`src/rtl/jtag_dma_engine.sv`:
```
// Block DMA between the JTAG ping-pong buffer and the Gecko5 shared bus.
// Blocks are split into bursts of at most MAX_BURST words.
module jtag_dma_engine #(
  parameter int BUF_ADDR_W = 9,
  parameter int MAX_BURST  = 16
) (
  input  logic                  system_clk,
  input  logic                  system_rstn,
  input  logic                  launch_read,
  input  logic                  launch_write,
  input  logic [31:0]           start_address,
  input  logic [3:0]            byte_enable,
  input  logic [7:0]            burst_size_in,
  input  logic [7:0]            block_size_in,
  output logic                  dma_busy,
  output logic [7:0]            words_done,
  output logic                  dma_error,
  output logic [BUF_ADDR_W-1:0] buf_address,
  output logic                  buf_write_enable,
  output logic [31:0]           buf_data_out,
  input  logic [31:0]           buf_data_in,
  output logic                  bus_request,
  input  logic                  bus_grant,
  output logic                  begin_transaction_out,
  output logic                  end_transaction_out,
  output logic [31:0]           address_data_out,
  output logic [3:0]            byte_enables_out,
  output logic [7:0]            burst_size_out,
  output logic                  read_n_write_out,
  output logic                  data_valid_out,
  input  logic [31:0]           address_data_in,
  input  logic                  data_valid_in,
  input  logic                  end_transaction_in,
  input  logic                  busy_in,
  input  logic                  error_in
);

  typedef enum logic [2:0] {
    S_IDLE, S_REQ, S_BEGIN, S_RD, S_WR, S_WEND, S_NEXT
  } state_t;

  state_t state, state_nx;

  logic [31:0]           addr;
  logic [3:0]            be;
  logic                  dir_rd;
  logic                  err;
  logic [8:0]            n_words;
  logic [8:0]            b_max;
  logic [8:0]            blen;
  logic [8:0]            beats;
  logic [8:0]            done;
  logic [BUF_ADDR_W-1:0] idx;

  logic       launch;
  logic [8:0] remain;
  logic [8:0] cur_len;
  logic       rd_beat;
  logic       wr_beat;
  logic       last_wr;
  logic       abort;

  assign launch  = (state == S_IDLE) && (launch_read || launch_write);
  assign remain  = n_words - done;
  assign cur_len = (remain < b_max) ? remain : b_max;
  assign rd_beat = (state == S_RD) && data_valid_in && !error_in;
  assign wr_beat = (state == S_WR) && !busy_in && !error_in;
  assign last_wr = wr_beat && (beats == blen - 9'd1);
  assign abort   = (state != S_IDLE) && error_in;

  always_ff @(posedge system_clk or negedge system_rstn) begin
    if (!system_rstn) state <= S_IDLE;
    else              state <= state_nx;
  end

  always_comb begin
    state_nx = state;
    if (abort) begin
      state_nx = S_IDLE;
    end else begin
      unique case (state)
        S_IDLE:  if (launch) state_nx = S_REQ;
        S_REQ:   if (bus_grant) state_nx = S_BEGIN;
        S_BEGIN: state_nx = dir_rd ? S_RD : S_WR;
        S_RD:    if (end_transaction_in) state_nx = S_NEXT;
        S_WR:    if (last_wr) state_nx = S_WEND;
        S_WEND:  state_nx = S_NEXT;
        S_NEXT:  state_nx = (done < n_words) ? S_REQ : S_IDLE;
        default: state_nx = S_IDLE;
      endcase
    end
  end

  always_comb begin
    bus_request           = 1'b0;
    begin_transaction_out = 1'b0;
    end_transaction_out   = 1'b0;
    address_data_out      = 32'd0;
    byte_enables_out      = 4'd0;
    burst_size_out        = 8'd0;
    read_n_write_out      = 1'b0;
    data_valid_out        = 1'b0;
    buf_write_enable      = 1'b0;
    buf_data_out          = 32'd0;
    // the RAM reads one cycle ahead, so step its address as a beat is taken
    buf_address           = wr_beat ? idx + 1'b1 : idx;
    unique case (state)
      S_REQ: bus_request = !error_in;
      S_BEGIN: begin
        bus_request           = !error_in;
        begin_transaction_out = 1'b1;
        address_data_out      = addr;
        byte_enables_out      = be;
        burst_size_out        = cur_len[7:0] - 8'd1;
        read_n_write_out      = dir_rd;
      end
      S_RD: begin
        bus_request         = !error_in;
        end_transaction_out = error_in;
        buf_write_enable    = rd_beat;
        buf_data_out        = rd_beat ? address_data_in : 32'd0;
      end
      S_WR: begin
        bus_request         = !error_in;
        end_transaction_out = error_in;
        data_valid_out      = !error_in;
        address_data_out    = error_in ? 32'd0 : buf_data_in;
      end
      S_WEND: begin
        bus_request         = !error_in;
        end_transaction_out = 1'b1;
      end
      default: ;
    endcase
  end

  always_ff @(posedge system_clk or negedge system_rstn) begin
    if (!system_rstn) begin
      addr    <= 32'd0;
      be      <= 4'd0;
      dir_rd  <= 1'b0;
      err     <= 1'b0;
      n_words <= 9'd0;
      b_max   <= 9'd0;
      blen    <= 9'd0;
      beats   <= 9'd0;
      done    <= 9'd0;
      idx     <= '0;
    end else begin
      if (launch) begin
        addr    <= start_address;
        be      <= byte_enable;
        dir_rd  <= launch_read;
        err     <= 1'b0;
        n_words <= {1'b0, block_size_in} + 9'd1;
        b_max   <= ({1'b0, burst_size_in} >= 9'(MAX_BURST - 1)) ?
                   9'(MAX_BURST) : {1'b0, burst_size_in} + 9'd1;
        done    <= 9'd0;
        idx     <= '0;
      end
      if (abort) err <= 1'b1;
      if (state == S_BEGIN) begin
        blen  <= cur_len;
        beats <= 9'd0;
      end
      if (rd_beat || wr_beat) begin
        idx  <= idx + 1'b1;
        done <= done + 9'd1;
      end
      if (wr_beat) beats <= beats + 9'd1;
      if (state == S_NEXT) addr <= addr + {21'd0, blen, 2'b00};
    end
  end

  assign dma_busy   = (state != S_IDLE);
  assign words_done = done[7:0];
  assign dma_error  = err;

endmodule

```
`config.mk`:
```
export PLATFORM = sky130hd
export DESIGN_NAME = jtag_dma_engine
export DESIGN_NICKNAME = d
export VERILOG_FILES = /design/src/rtl/jtag_dma_engine.sv
export SDC_FILE = /design/constraint.sdc
export NUM_CORES = 1
export LEC_CHECK = 0
export ABC_AREA = 1
export BUFFER_PORTS_ARGS = -buffer_cell sky130_fd_sc_hd__buf_2
export CAP_MARGIN = 25
export CORE_MARGIN = 4
export CORE_UTILIZATION = 53
export DETAILED_ROUTE_END_ITERATION = 8
export PLACE_DENSITY = 0.82
export SLEW_MARGIN = 25
export SYNTH_ARGS = -nofsm -noshare
export SYNTH_HDL_FRONTEND = slang
export SYNTH_SLANG_ARGS = --single-unit
```
`constraint.sdc`:
```
create_clock -name system_clk -period 3.9 [get_ports system_clk]
set_clock_uncertainty 0.1 [all_clocks]
set_input_delay 0.39 -clock system_clk [delete_from_list [all_inputs] [get_ports system_clk]]
set_output_delay 0.39 -clock system_clk [all_outputs]
set_load 0.01 [all_outputs]
```
-- After elaboration in Yosys (flattened, before gate mapping)
Index checks and enable logic that the tools add are counted.
- add/sub/neg operators: 9
- multipliers: 0
- div/mod/pow operators: 0
- magnitude comparators: 3
- eq/ne operators: 11
- shifts and indexed selects: 0
- multiplexer cells: 32
- bitwise logic cells: 0
- reductions and logical operators: 20
- operators by type and width (operator ; count):
    32-bit two-way mux ; 5
    9-bit two-way mux ; 8
    32-bit one-hot mux with 2 select lines ; 1
    32-bit by 11-bit adder with 32-bit output ; 1
    9-bit by 1-bit adder with 9-bit output, second input constant ; 3
    3-bit one-hot mux with 7 select lines ; 1
    8-bit by 1-bit adder with 9-bit output, second input constant ; 2
    9-bit less-than comparator ; 2
    3-bit two-way mux ; 6
    3-bit != test, second input constant ; 4
    3-bit equality test, second input constant ; 3
    9-bit equality test ; 1
    9-bit by 1-bit subtractor with 9-bit output, second input constant ; 1
    9-bit subtractor ; 1
    8-bit by 4-bit greater-or-equal comparator with 1-bit output, second input constant ; 1
    1-bit two-way mux ; 8
    8-bit two-way mux ; 1
    2-bit nonzero test ; 4
    8-bit by 1-bit subtractor with 8-bit output, second input constant ; 1
    1-bit logical AND ; 7
    3-bit by 2-bit equality test with 1-bit output, second input constant ; 2
    5-bit OR reduction ; 1
    4-bit two-way mux ; 1
    4-bit AND reduction ; 1
    7 further kinds ; 9
- flip-flop bits (word level): 95
- latch bits: 0
- bits in writable memories: 0
- memory bits (read-only): 0
- input bits: 125
- output and inout bits: 101
- logic and storage cells: 86
- memories: 0

-- Longest topological paths before layout
Gate-level depths: netlist (run 1).
- depth in word-level cells: 7
- mapped depth: 25
- mapped depth without buffers: 24

-- Worst setup path after synthesis (run 1)
Ideal clock, no wire load.
- path kind: register to output
- start: reg done[0]
- end: out burst_size_out[4]
- arrival: 3158 ps
- data required time: 3410 ps
- setup slack: 252 ps
- cell stages (with the launch flop): 20
- buffers on the path: 0
- cells stage by stage: dfrtp_1 > ha_1 > inv_1 > fa_1 > nand3_1 > nand3_1 > a21oi_1 > nand2_1 > xor2_1 > inv_1 > ha_1 > a21o_1 > nor2_4 > nand3_4 > nand2_1 > nand2_1 > ha_1 > inv_1 > nor3_1 > o21ai_0
- cells in the longest elaborated chain, start to end: 5
- ends and longest elaborated chain (element ; RTL line ; RTL):
    start, declared ; 52 ; logic [8:0] done;
    start signal, assigned ; 168 ; done <= done + 9'd1;
    9-bit subtractor (*) ; 64 ; assign remain = n_words - done;
    9-bit less-than comparator ; 65 ; assign cur_len = (remain < b_max) ? remain : b_max;
    9-bit two-way mux (*) ; 65 ;
    8-bit by 1-bit subtractor with 8-bit output (*) ; 114 ; burst_size_out = cur_len[7:0] - 8'd1;
    8-bit two-way mux (*) ; 107 ; unique case (state)
    end, declared ; 28 ; output logic [7:0] burst_size_out,
Mark *: on every way between the ends. The rest lies on a longest branch, timed or not.

-- Worst setup path after layout (run 1)
- start: reg done[6]
- end: out burst_size_out[5]
- cells in the longest elaborated chain, start to end: 5
- ends and longest elaborated chain (element ; RTL line):
    9-bit subtractor ; 64
    9-bit less-than comparator ; 65
    9-bit two-way mux ; 65
    8-bit by 1-bit subtractor with 8-bit output ; 114
    8-bit two-way mux ; 107
No other way between the ends.

==> impl_metrics.toml, run 1 <==
[floorplanning]
start_util_pct = 54.8
dieArea_um2 = 16500
design.core.area_um2 = 14000
io_pins = 226
die-width_um = 128
row_count = 43
die_y_um = 128

[placement]
io_buffers = 225
dp_cells = 1564
dp_hpwl_mm = 19.2
placed_area_um2 = 8950
place.gp.congestion = 0.985

[clock_tree]
clock_path_buffers = 2
clock-sinks = 95
clkTransAtPathRegs_ns = 0.07
clk_latency_ns = 0.35
clock-root-buffer = "clkbuf_16"
cts_tree = "built"
cts_buffers = 9
htree_levels = 3

[yosys]
synthesis.instances = 1184
yosysSeqAreaShare_pct = 30.9
synthDistinctLibCells = 43
async_flop_share_pct = 100
synth_area_per_cell_um2 = 6.50
ys_seq_elements = 95
netlist_area_um2 = 7690
yosysWarningCount = 0
synth_ff_type = "dfrtp_1"
synth_fp_nets = 1344
synth_edf_count = 0

[drt]
vias = 8620
dr.pass1.iters = 6
post_drt_wl_per_cell_um = 15.6
viasPerCell = 5.41
routed_wl_mm = 24.8
drt_iter0_drc = 702
drc = 0
ant_nets = 0

[global_routing]
grt_pass1_vias = 8214
grt_max_degree = 46
gr-usage-all-layers_pct = 29.5
antenna_found_initial = 1
grt_pass1_wl_mm = 39.2
grt_overflow_total = 0

[layout]
drive_above_1_share_pct = 24.1
fin_cells = 1594
num-nets-final = 1569
fin_area_um2 = 9630
antenna_cells = 0
regArea_um2 = 2380
multi_input_area_um2 = 4600
area_growth_pct = 25.2
n_fill_cell = 1219

[sta]
tns_ns = -0.539
rsz0062_at_grt = "true"
period_minus_slack_ns = 4.03
fin_crit_sh_pct = 103
timing.final.ws_setup_ns = -0.125
timing.fmax_mhz = 248
setup_viol = 6
finalMaxSlewViolations = 0
finalHoldViolCount = 0
fin_hold_ws_ns = 0.149
tightest_slew_ns = 0.650
max_slew_margin_pct = 56.6

[critical_path]
required_ns = 3.41
worstPathCellList = "inv_1 > ha_1 > inv_1 > nor3_4 > a21oi_2 > nand2_1 > xor2_1 > inv_1 > ha_4 > nand2_4 > nor2_4 > nand3_4 > nand3_4 > nand2_1 > nand2_1 > nand2_4 > nor2_4 > nand2_1 > nand2_1 > nand2_1 > inv_1 > buf_2"
cp_max_fo = 6
cp.arrival_ns = 3.54
critical_path_class = "flip-flop to output port"
crit_top_cell = "nand2_1"
slowest_delay_ns = 0.38
start_kind = "flip-flop"
end_kind = "output port"
cpMaxStageDelayCell = "dfrtp_1"

[job]
maxCapViolCount = 0

[power_and_ir_drop]
powerDensity_nw_per_um2 = 833
ir_worst_vdd_mv = 0.503
leakage_nw = 5.30
finalPower_w = 0.00802

[run_status]
violations = "setup timing"
status = "finished with violations"

[min_path]
hold_path.class = "primary input to flip-flop"
==> cells in the final DEF (no fill, tap or decap), types with 7 or more instances in the layout <==
master,count
inv_1,180
inv_2,12
o21ai_0,76
nor3_1,11
o211ai_1,11
clkbuf_16,9
dfrtp_1,95
xor2_1,19
nor2_1,110
nand4_1,25
xnor2_1,9
a21oi_1,36
nor2_4,7
buf_4,27
nand3_1,110
o22ai_1,14
nand2_2,15
buf_2,224
nand2_1,308
ha_4,7
ha_1,25
o21ai_1,15
==> cell usage after synthesis (3+ instances only) <==
cell type | n | area [um2]
a21oi_1 | 40 | 200
a22o_1 | 3 | 26.3
buf_2 | 12 | 60.1
buf_4 | 9 | 67.6
clkbuf_1 | 18 | 67.6
dfrtp_1 | 95 | 2380
ha_1 | 33 | 413
inv_1 | 184 | 691
inv_2 | 8 | 30.0
nand2_1 | 320 | 1200
nand2_2 | 6 | 37.5
nand3_1 | 114 | 571
nand4_1 | 25 | 156
nor2_1 | 114 | 428
nor2_2 | 4 | 25.0
nor2_4 | 4 | 45.0
nor3_1 | 12 | 60.1
nor4_1 | 4 | 25.0
o211ai_1 | 11 | 82.6
o21ai_0 | 79 | 395
o21ai_1 | 12 | 60.1
o221ai_1 | 3 | 26.3
o22ai_1 | 14 | 87.6
o31ai_1 | 3 | 22.5
o32ai_1 | 3 | 26.3
or2_2 | 3 | 18.8
xnor2_1 | 9 | 78.8
xor2_1 | 20 | 175
==> worst max-delay path, delay by kind of cell (launching register included) <==
kind	cells	cell delay (ns)
AOI/OAI and AO/OA	1	0.08
xor gates and xnor gates	1	0.14
adders and majority gates	2	0.66
buffers and inverters	5	0.46
DFF	1	0.38
and+or+nand+nor	13	1.45
==> layer usage <==
layer	global-route usage [%]	share of wire [%]	vias up
met5	0	0.052	-
met4	11.4	2.8	2
li1	-	-	4255
met2	50.2	47	419
met3	5.23	9.8	50
met1	37.4	41	3894
==> sequential cells by signal, summed over array words and instances (netlist names) <==
signal,cells
blen,9
b_max,9
idx,9
beats,9
dir_rd,1
be,4
state,3
done,9
n_words,9
addr,32
dma_error,1
==> final timing paths <==
kind | from | endpoint | slack (ns) | depth (start not counted)
max reg2reg | n_words[0] | blen[8] | 0.71 | 18
max | done[6] | burst_size_out[5] | -0.13 | 22
min | block_size_in[0] | n_words[0] | 0.15 | 2
min reg2reg | b_max[5] | b_max[5] | 0.37 | 2
min in group asynchronous | system_rstn | done[2] | 0.48 | 2
max in group asynchronous | system_rstn | addr[3] | 2.41 | 3
==> power breakdown <==
group / internal, W / switching (W) / total (W) / leakage (nW)
logic: 0.00207 / 0.00333 / 0.00540 / 3.92
clock network: 0.000577 / 0.000388 / 0.000966 / 0.162
registers: 0.00130 / 0.000354 / 0.00166 / 1.22
total: 0.00395 / 0.00407 / 0.00802 / 5.30
==> logic make-up after synthesis <==
logic type               count (synthesis)  share of synthesized area [%]
AND/OR/NAND/NOR                        612                           34.3
adder cells (fa/ha/maj)                 35                           5.89
buffers and inverters                  235                           12.3
flip-flops                              95                           30.9
AO/OA/AOI/OAI                          177                           13.0
XOR/XNOR                                30                           3.59
==> repair_timing <==
action | 4_1_cts | 5_1_grt
endpoints found under the setup margin | 8 | 8
setup buffers | 8 | 5
pin swaps | 16 | 14
hold buffers | 1 | 0
hold endpoints to repair | 41 | 0
resized for setup | 30 | 29
==> metrics by stage <==
| stage | utilization [%] | setup slack [ns] |
|---|---|---|
| floorplan | - | 0.252 |
| global placement | 63.8 | 0.0651 |
| detailed placement | 63.8 | -0.0477 |
| CTS | 67.4 | -0.116 |
| global route | 68.6 | -0.355 |
| finish | 68.6 | -0.125 |
==> layout make-up <==
cell class / instances / share of cell area, %
timing repair buffer: 256 / 14.3
multi-input combinational: 854 / 47.8
tap: 180 / 2.34
clock inverter: 6 / 0.870
inverter: 193 / 7.55
sequential: 95 / 24.7
clock buffer: 10 / 2.48
No activity file was read; power rests on OpenSTA's default activity.
==> run 2: changes to the inputs <==
--- a/config.mk
+++ b/config.mk
@@ -8,6 +8,7 @@
 export ABC_AREA = 1
 export BUFFER_PORTS_ARGS = -buffer_cell sky130_fd_sc_hd__buf_2
 export CAP_MARGIN = 25
+export CORE_ASPECT_RATIO = 0.6
 export CORE_MARGIN = 4
 export CORE_UTILIZATION = 53
 export DETAILED_ROUTE_END_ITERATION = 8
==> impl_metrics.toml, run 2 (same netlist as run 1, synthesis figures left out) <==
[run_status]
status = "finished with violations"
violations = "setup timing"

[clock_tree]
clock-sinks = 95
clkTransAtPathRegs_ns = 0.08
clock_path_buffers = 2
htree_levels = 3
cts_tree = "built"
clk_latency_ns = 0.35
cts_buffers = 9
clock-root-buffer = "clkbuf_16"

[global_routing]
grt_pass1_wl_mm = 42.3
grt_max_degree = 51
grt_overflow_total = 0
grt_pass1_vias = 8008
antenna_found_initial = 1
gr-usage-all-layers_pct = 32.8

[power_and_ir_drop]
power_frac_comb_pct = 68.9
intPower_w = 0.00393
leakage_nw = 5.31
finalPower_w = 0.00830
p_clk_share_pct = 10.8
ir_worst_vdd_mv = 0.478
p_seq_share_pct = 20.3
p_switching_w = 0.00437
switching_share_pct = 52.7
powerDensity_nw_per_um2 = 858

[sta]
rsz0062_at_grt = "true"
finalMaxSlewViolations = 0
timing.fmax_mhz = 231
setup_viol = 8
fin_crit_sh_pct = 111
fin_hold_ws_ns = 0.140
timing.final.ws_setup_ns = -0.435
tightest_slew_ns = 0.619
tns_ns = -2.76
max_slew_margin_pct = 58.7
finalHoldViolCount = 0
period_minus_slack_ns = 4.34

[layout]
largest_reg_flops = 32
num-nets-final = 1574
regArea_um2 = 2380
multi_input_area_um2 = 4590
regMostFlops = "addr"
final_cell_mix = "nand2_1, buf_2, inv_1"
area_growth_pct = 25.7
n_fill_cell = 1250
fin_area_um2 = 9670
fin_cells = 1612
drive_above_1_share_pct = 24.3
final_common_cell = "nand2_1"

[critical_path]
required_ns = 3.41
endpoint = "burst_size_out[2]"
cp.arrival_ns = 3.85
start_kind = "flip-flop"
reg2reg_slack_ns = 0.52
crit-reg2reg-launch = "n_words[0]"
critical_path_class = "flip-flop to output port"
r2r-end = "blen[7]"
cp_max_fo = 5
end_kind = "output port"
crit_start = "n_words[0]"
r2r.worst_path.cells = 20

[floorplanning]
io_pins = 226
dieArea_um2 = 16600
die_y_um = 101
row_count = 33
die-width_um = 164
design.core.area_um2 = 13900
start_util_pct = 55.3

[drt]
vias = 8826
viasPerCell = 5.48
ant_nets = 0
routed_wl_mm = 27.5
drt_iter0_drc = 820
post_drt_wl_per_cell_um = 17.1
drc = 0
dr.pass1.iters = 5

[placement]
place.gp.congestion = 1.04
io_buffers = 225
dp_cells = 1582
dp_hpwl_mm = 21.9
placed_area_um2 = 9030

[job]
maxCapViolCount = 0

[min_path]
hold_path.class = "primary input to flip-flop"
-- run 2: worst max-delay path: stages, from the launching register on --
cell	delay, ns
dfrtp_1	0.39
inv_1	0.06
ha_2	0.16
inv_2	0.05
fa_2	0.42
nand3_4	0.09
nand3_4	0.08
a21oi_2	0.15
nand2_1	0.08
xor2_1	0.17
inv_1	0.11
ha_4	0.26
a21o_1	0.18
nor2_4	0.20
nand4_1	0.20
nand2_4	0.14
ha_4	0.14
inv_2	0.05
nor2_4	0.14
nor2_1	0.05
nor2_1	0.19
buf_2	0.18
-- run 2: power groups by stage --
stage / clock network (W) / logic, W / registers (W)
after global routing: 0.000951 / 0.00629 / 0.00172
after detailed placement: 0 / 0.00468 / 0.00167
after global placement: 0 / 0.00460 / 0.00167
final: 0.000895 / 0.00572 / 0.00168
after floorplan: 0 / 0.00332 / 0.00154
after CTS: 0.000902 / 0.00500 / 0.00165
-- run 2: final cells by class --
| type | count | area share [%] |
|---|---|---|
| inverter | 193 | 7.49 |
| timing repair buffer | 261 | 15.0 |
| tap | 192 | 2.48 |
| sequential | 95 | 24.6 |
| clock buffer | 9 | 2.33 |
| antenna | 2 | 0.0517 |
| multi-input combinational | 854 | 47.5 |
| clock inverter | 6 | 0.595 |
-- run 2: repair_timing --
item	CTS	global route
gates resized for setup	23	39
endpoints found under the hold margin	45	0
endpoints found under the setup margin	8	8
buffers inserted	5	7
gates cloned	0	0
hold buffers	1	0
pin swaps	12	28
-- run 2: stage by stage --
stage,util [%],worst slack [ns]
after detailed placement,64.9,-0.108
after global routing,69.5,-0.518
after global placement,64.9,0.0154
after CTS,67.8,-0.214
after floorplan,-,0.252
final,69.5,-0.435
-- run 2: routing by layer --
metal  wire length (um)  GRT usage (%)  share of wire [%]  vias up
li1                   -              -                  -     4275
met3               3300           9.84                 12       35
met1              12400           50.0                 45     4055
met5                  0              0                  0        -
met4                507           8.25                1.8        0
met2              11300           45.2                 41      461
-- run 2: how the worst min path moves through the flow --
stage                   start      end  slack, ns  cells past startpoint
6_report       byte_enable[3]    be[3]       0.14                      3
5_1_grt        byte_enable[3]    be[3]       0.14                      3
3_5_place_dp      system_rstn   idx[4]       0.33                      1
2_1_floorplan     system_rstn  addr[0]     -0.006                      0
4_1_cts        byte_enable[2]    be[2]       0.13                      3
3_3_place_gp      system_rstn   idx[4]       0.33                      1
==> run 3: changes to the inputs <==
--- a/config.mk
+++ b/config.mk
@@ -8,12 +8,13 @@
 export ABC_AREA = 1
 export BUFFER_PORTS_ARGS = -buffer_cell sky130_fd_sc_hd__buf_2
 export CAP_MARGIN = 25
-export CORE_ASPECT_RATIO = 0.6
+export CORE_ASPECT_RATIO = 0.8
 export CORE_MARGIN = 4
 export CORE_UTILIZATION = 53
 export DETAILED_ROUTE_END_ITERATION = 8
 export PLACE_DENSITY = 0.82
-export SLEW_MARGIN = 25
+export SLEW_MARGIN = 20
 export SYNTH_ARGS = -nofsm -noshare
 export SYNTH_HDL_FRONTEND = slang
 export SYNTH_SLANG_ARGS = --single-unit
+export TNS_END_PERCENT = 100
==> impl_metrics.toml, run 3 (same netlist as run 1, synthesis figures left out) <==
[global_routing]
gr-usage-all-layers_pct = 29.1
grt_pass1_vias = 7756
grt_overflow_total = 0
antenna_found_initial = 0
grt_max_degree = 69
grt_pass1_wl_mm = 38.3

[sta]
max_slew_margin_pct = 41.0
tightest_slew_ns = 0.885
timing.fmax_mhz = 246
finalHoldViolCount = 0
setup_viol = 6
tns_ns = -0.630
fin_crit_sh_pct = 104
finalMaxSlewViolations = 0
timing.final.ws_setup_ns = -0.165
fin_hold_ws_ns = 0.0500
period_minus_slack_ns = 4.06
rsz0062_at_grt = "true"

[power_and_ir_drop]
p_switching_w = 0.00412
power_frac_comb_pct = 67.5
switching_share_pct = 52.0
finalPower_w = 0.00792
intPower_w = 0.00380
p_clk_share_pct = 11.4
powerDensity_nw_per_um2 = 828
ir_worst_vdd_mv = 0.618
p_seq_share_pct = 21.1
leakage_nw = 5.26

[min_path]
hold_path.class = "primary input to asynchronous set/reset pin"

[layout]
num-nets-final = 1563
largest_reg_flops = 32
area_growth_pct = 24.3
final_common_cell = "nand2_1"
final_cell_mix = "nand2_1, buf_2, inv_1"
drive_above_1_share_pct = 23.5
fin_cells = 1592
antenna_cells = 0
n_fill_cell = 1326
regMostFlops = "addr"

[drt]
post_drt_wl_per_cell_um = 15.4
ant_nets = 0
dr.pass1.iters = 5
viasPerCell = 5.38
drc = 0
drt_iter0_drc = 778
routed_wl_mm = 24.6
vias = 8566

[job]
maxCapViolCount = 0

[clock_tree]
clk_latency_ns = 0.35
cts_buffers = 9
clock-sinks = 95
clock-root-buffer = "clkbuf_16"
hold_buffers = 0
cts_tree = "built"
htree_levels = 3
clkTransAtPathRegs_ns = 0.06
clock_path_buffers = 2

[critical_path]
cp.arrival_ns = 3.57
reg2reg_slack_ns = 0.73
start_kind = "flip-flop"
cp_max_fo = 5
critical_path_class = "flip-flop to output port"
required_ns = 3.41
end_kind = "output port"

[floorplanning]
start_util_pct = 54.0
design.core.area_um2 = 14200
die-width_um = 143
row_count = 39
die_y_um = 116
dieArea_um2 = 16500
io_pins = 226

[placement]
dp_hpwl_mm = 19.1
place.gp.congestion = 1.02
dp_cells = 1569
pre_cts_ws_ns = 0.00418
io_buffers = 225

[run_status]
violations = "setup timing"
status = "finished with violations"
## run 3: cell count changes in the layout (fill, tap and decap cells not counted), moves of 2 or more
cell | previous run | this run
inv_6 | 4 | 0
ha_2 | 2 | 0
inv_8 | 2 | 0
buf_2 | 222 | 224
buf_6 | 6 | 4
diode_2 | 2 | 0
nand3_4 | 4 | 2
nand2_2 | 15 | 17
buf_4 | 30 | 21
ha_4 | 6 | 8
clkbuf_1 | 0 | 3
nor2_4 | 8 | 6
a21oi_2 | 4 | 2
## run 3: worst max-delay path: stages, from the launching register on
cell and delay [ns]:
dfrtp_1 0.37, inv_1 0.05, ha_1 0.14, inv_2 0.05, fa_2 0.37, nand3_2 0.08
nand3_2 0.08, a21oi_2 0.13, nand2_1 0.07, xor2_1 0.12, inv_1 0.09, ha_4 0.29
nand2_4 0.07, nor2_4 0.15, nand3_4 0.12, nand3_4 0.11, nand2_1 0.07, nand2_2 0.10
ha_4 0.16, inv_4 0.04, nor2_4 0.14, nand3_1 0.09, nand2_1 0.06, nand2_1 0.07
inv_1 0.05, buf_2 0.12
## run 3: worst paths after layout
path	from	to	depth (start not counted)
max in group asynchronous	system_rstn	done[1]	2
min in group system_clk	byte_enable[3]	be[3]	3
max reg2reg	n_words[0]	blen[7]	22
min	system_rstn	addr[20]	1
min reg2reg	b_max[8]	b_max[8]	2
max	n_words[0]	burst_size_out[6]	25
## run 3: power groups by stage
stage | combinational [W] | clock [W] | sequential, W
2_1_floorplan | 0.00332 | 0 | 0.00154
3_3_place_gp | 0.00450 | 0 | 0.00165
4_1_cts | 0.00512 | 0.000912 | 0.00166
5_1_grt | 0.00592 | 0.000953 | 0.00171
6_report | 0.00534 | 0.000902 | 0.00167
3_5_place_dp | 0.00458 | 0 | 0.00166
## run 3: what timing repair did
action / CTS / global route
buffers inserted: 6 / 1
pin swaps: 9 / 2
endpoints found under the setup margin: 8 / 8
gates resized for setup: 38 / 14
cloned: 0 / 0
## run 3: final cells by class
cell class	count	area [um2]	share of cell area, %
flip-flops and latches	95	2380	24.9
well taps	184	230	2.41
clock buffers	13	250	2.62
repair buffers	250	1350	14.1
inverters	193	727	7.60
multi-input cells	854	4580	47.9
clock inverters	3	42.5	0.445
## run 3: per-layer routing
metal	track usage (%)	vias up	part of all wire, %
li1	-	4249	-
met1	40.7	3899	44
met2	45.6	393	44
met3	7.47	25	10
met4	7.35	0	1.6
met5	0	-	0
## run 3: stage by stage
stage | util, % | instance area, um2
5_1_grt | 67.1 | 9560
3_5_place_dp | 63.1 | 8990
2_1_floorplan | - | 7690
3_3_place_gp | 62.9 | 8960
4_1_cts | 66.7 | 9500
6_report | 67.1 | 9560
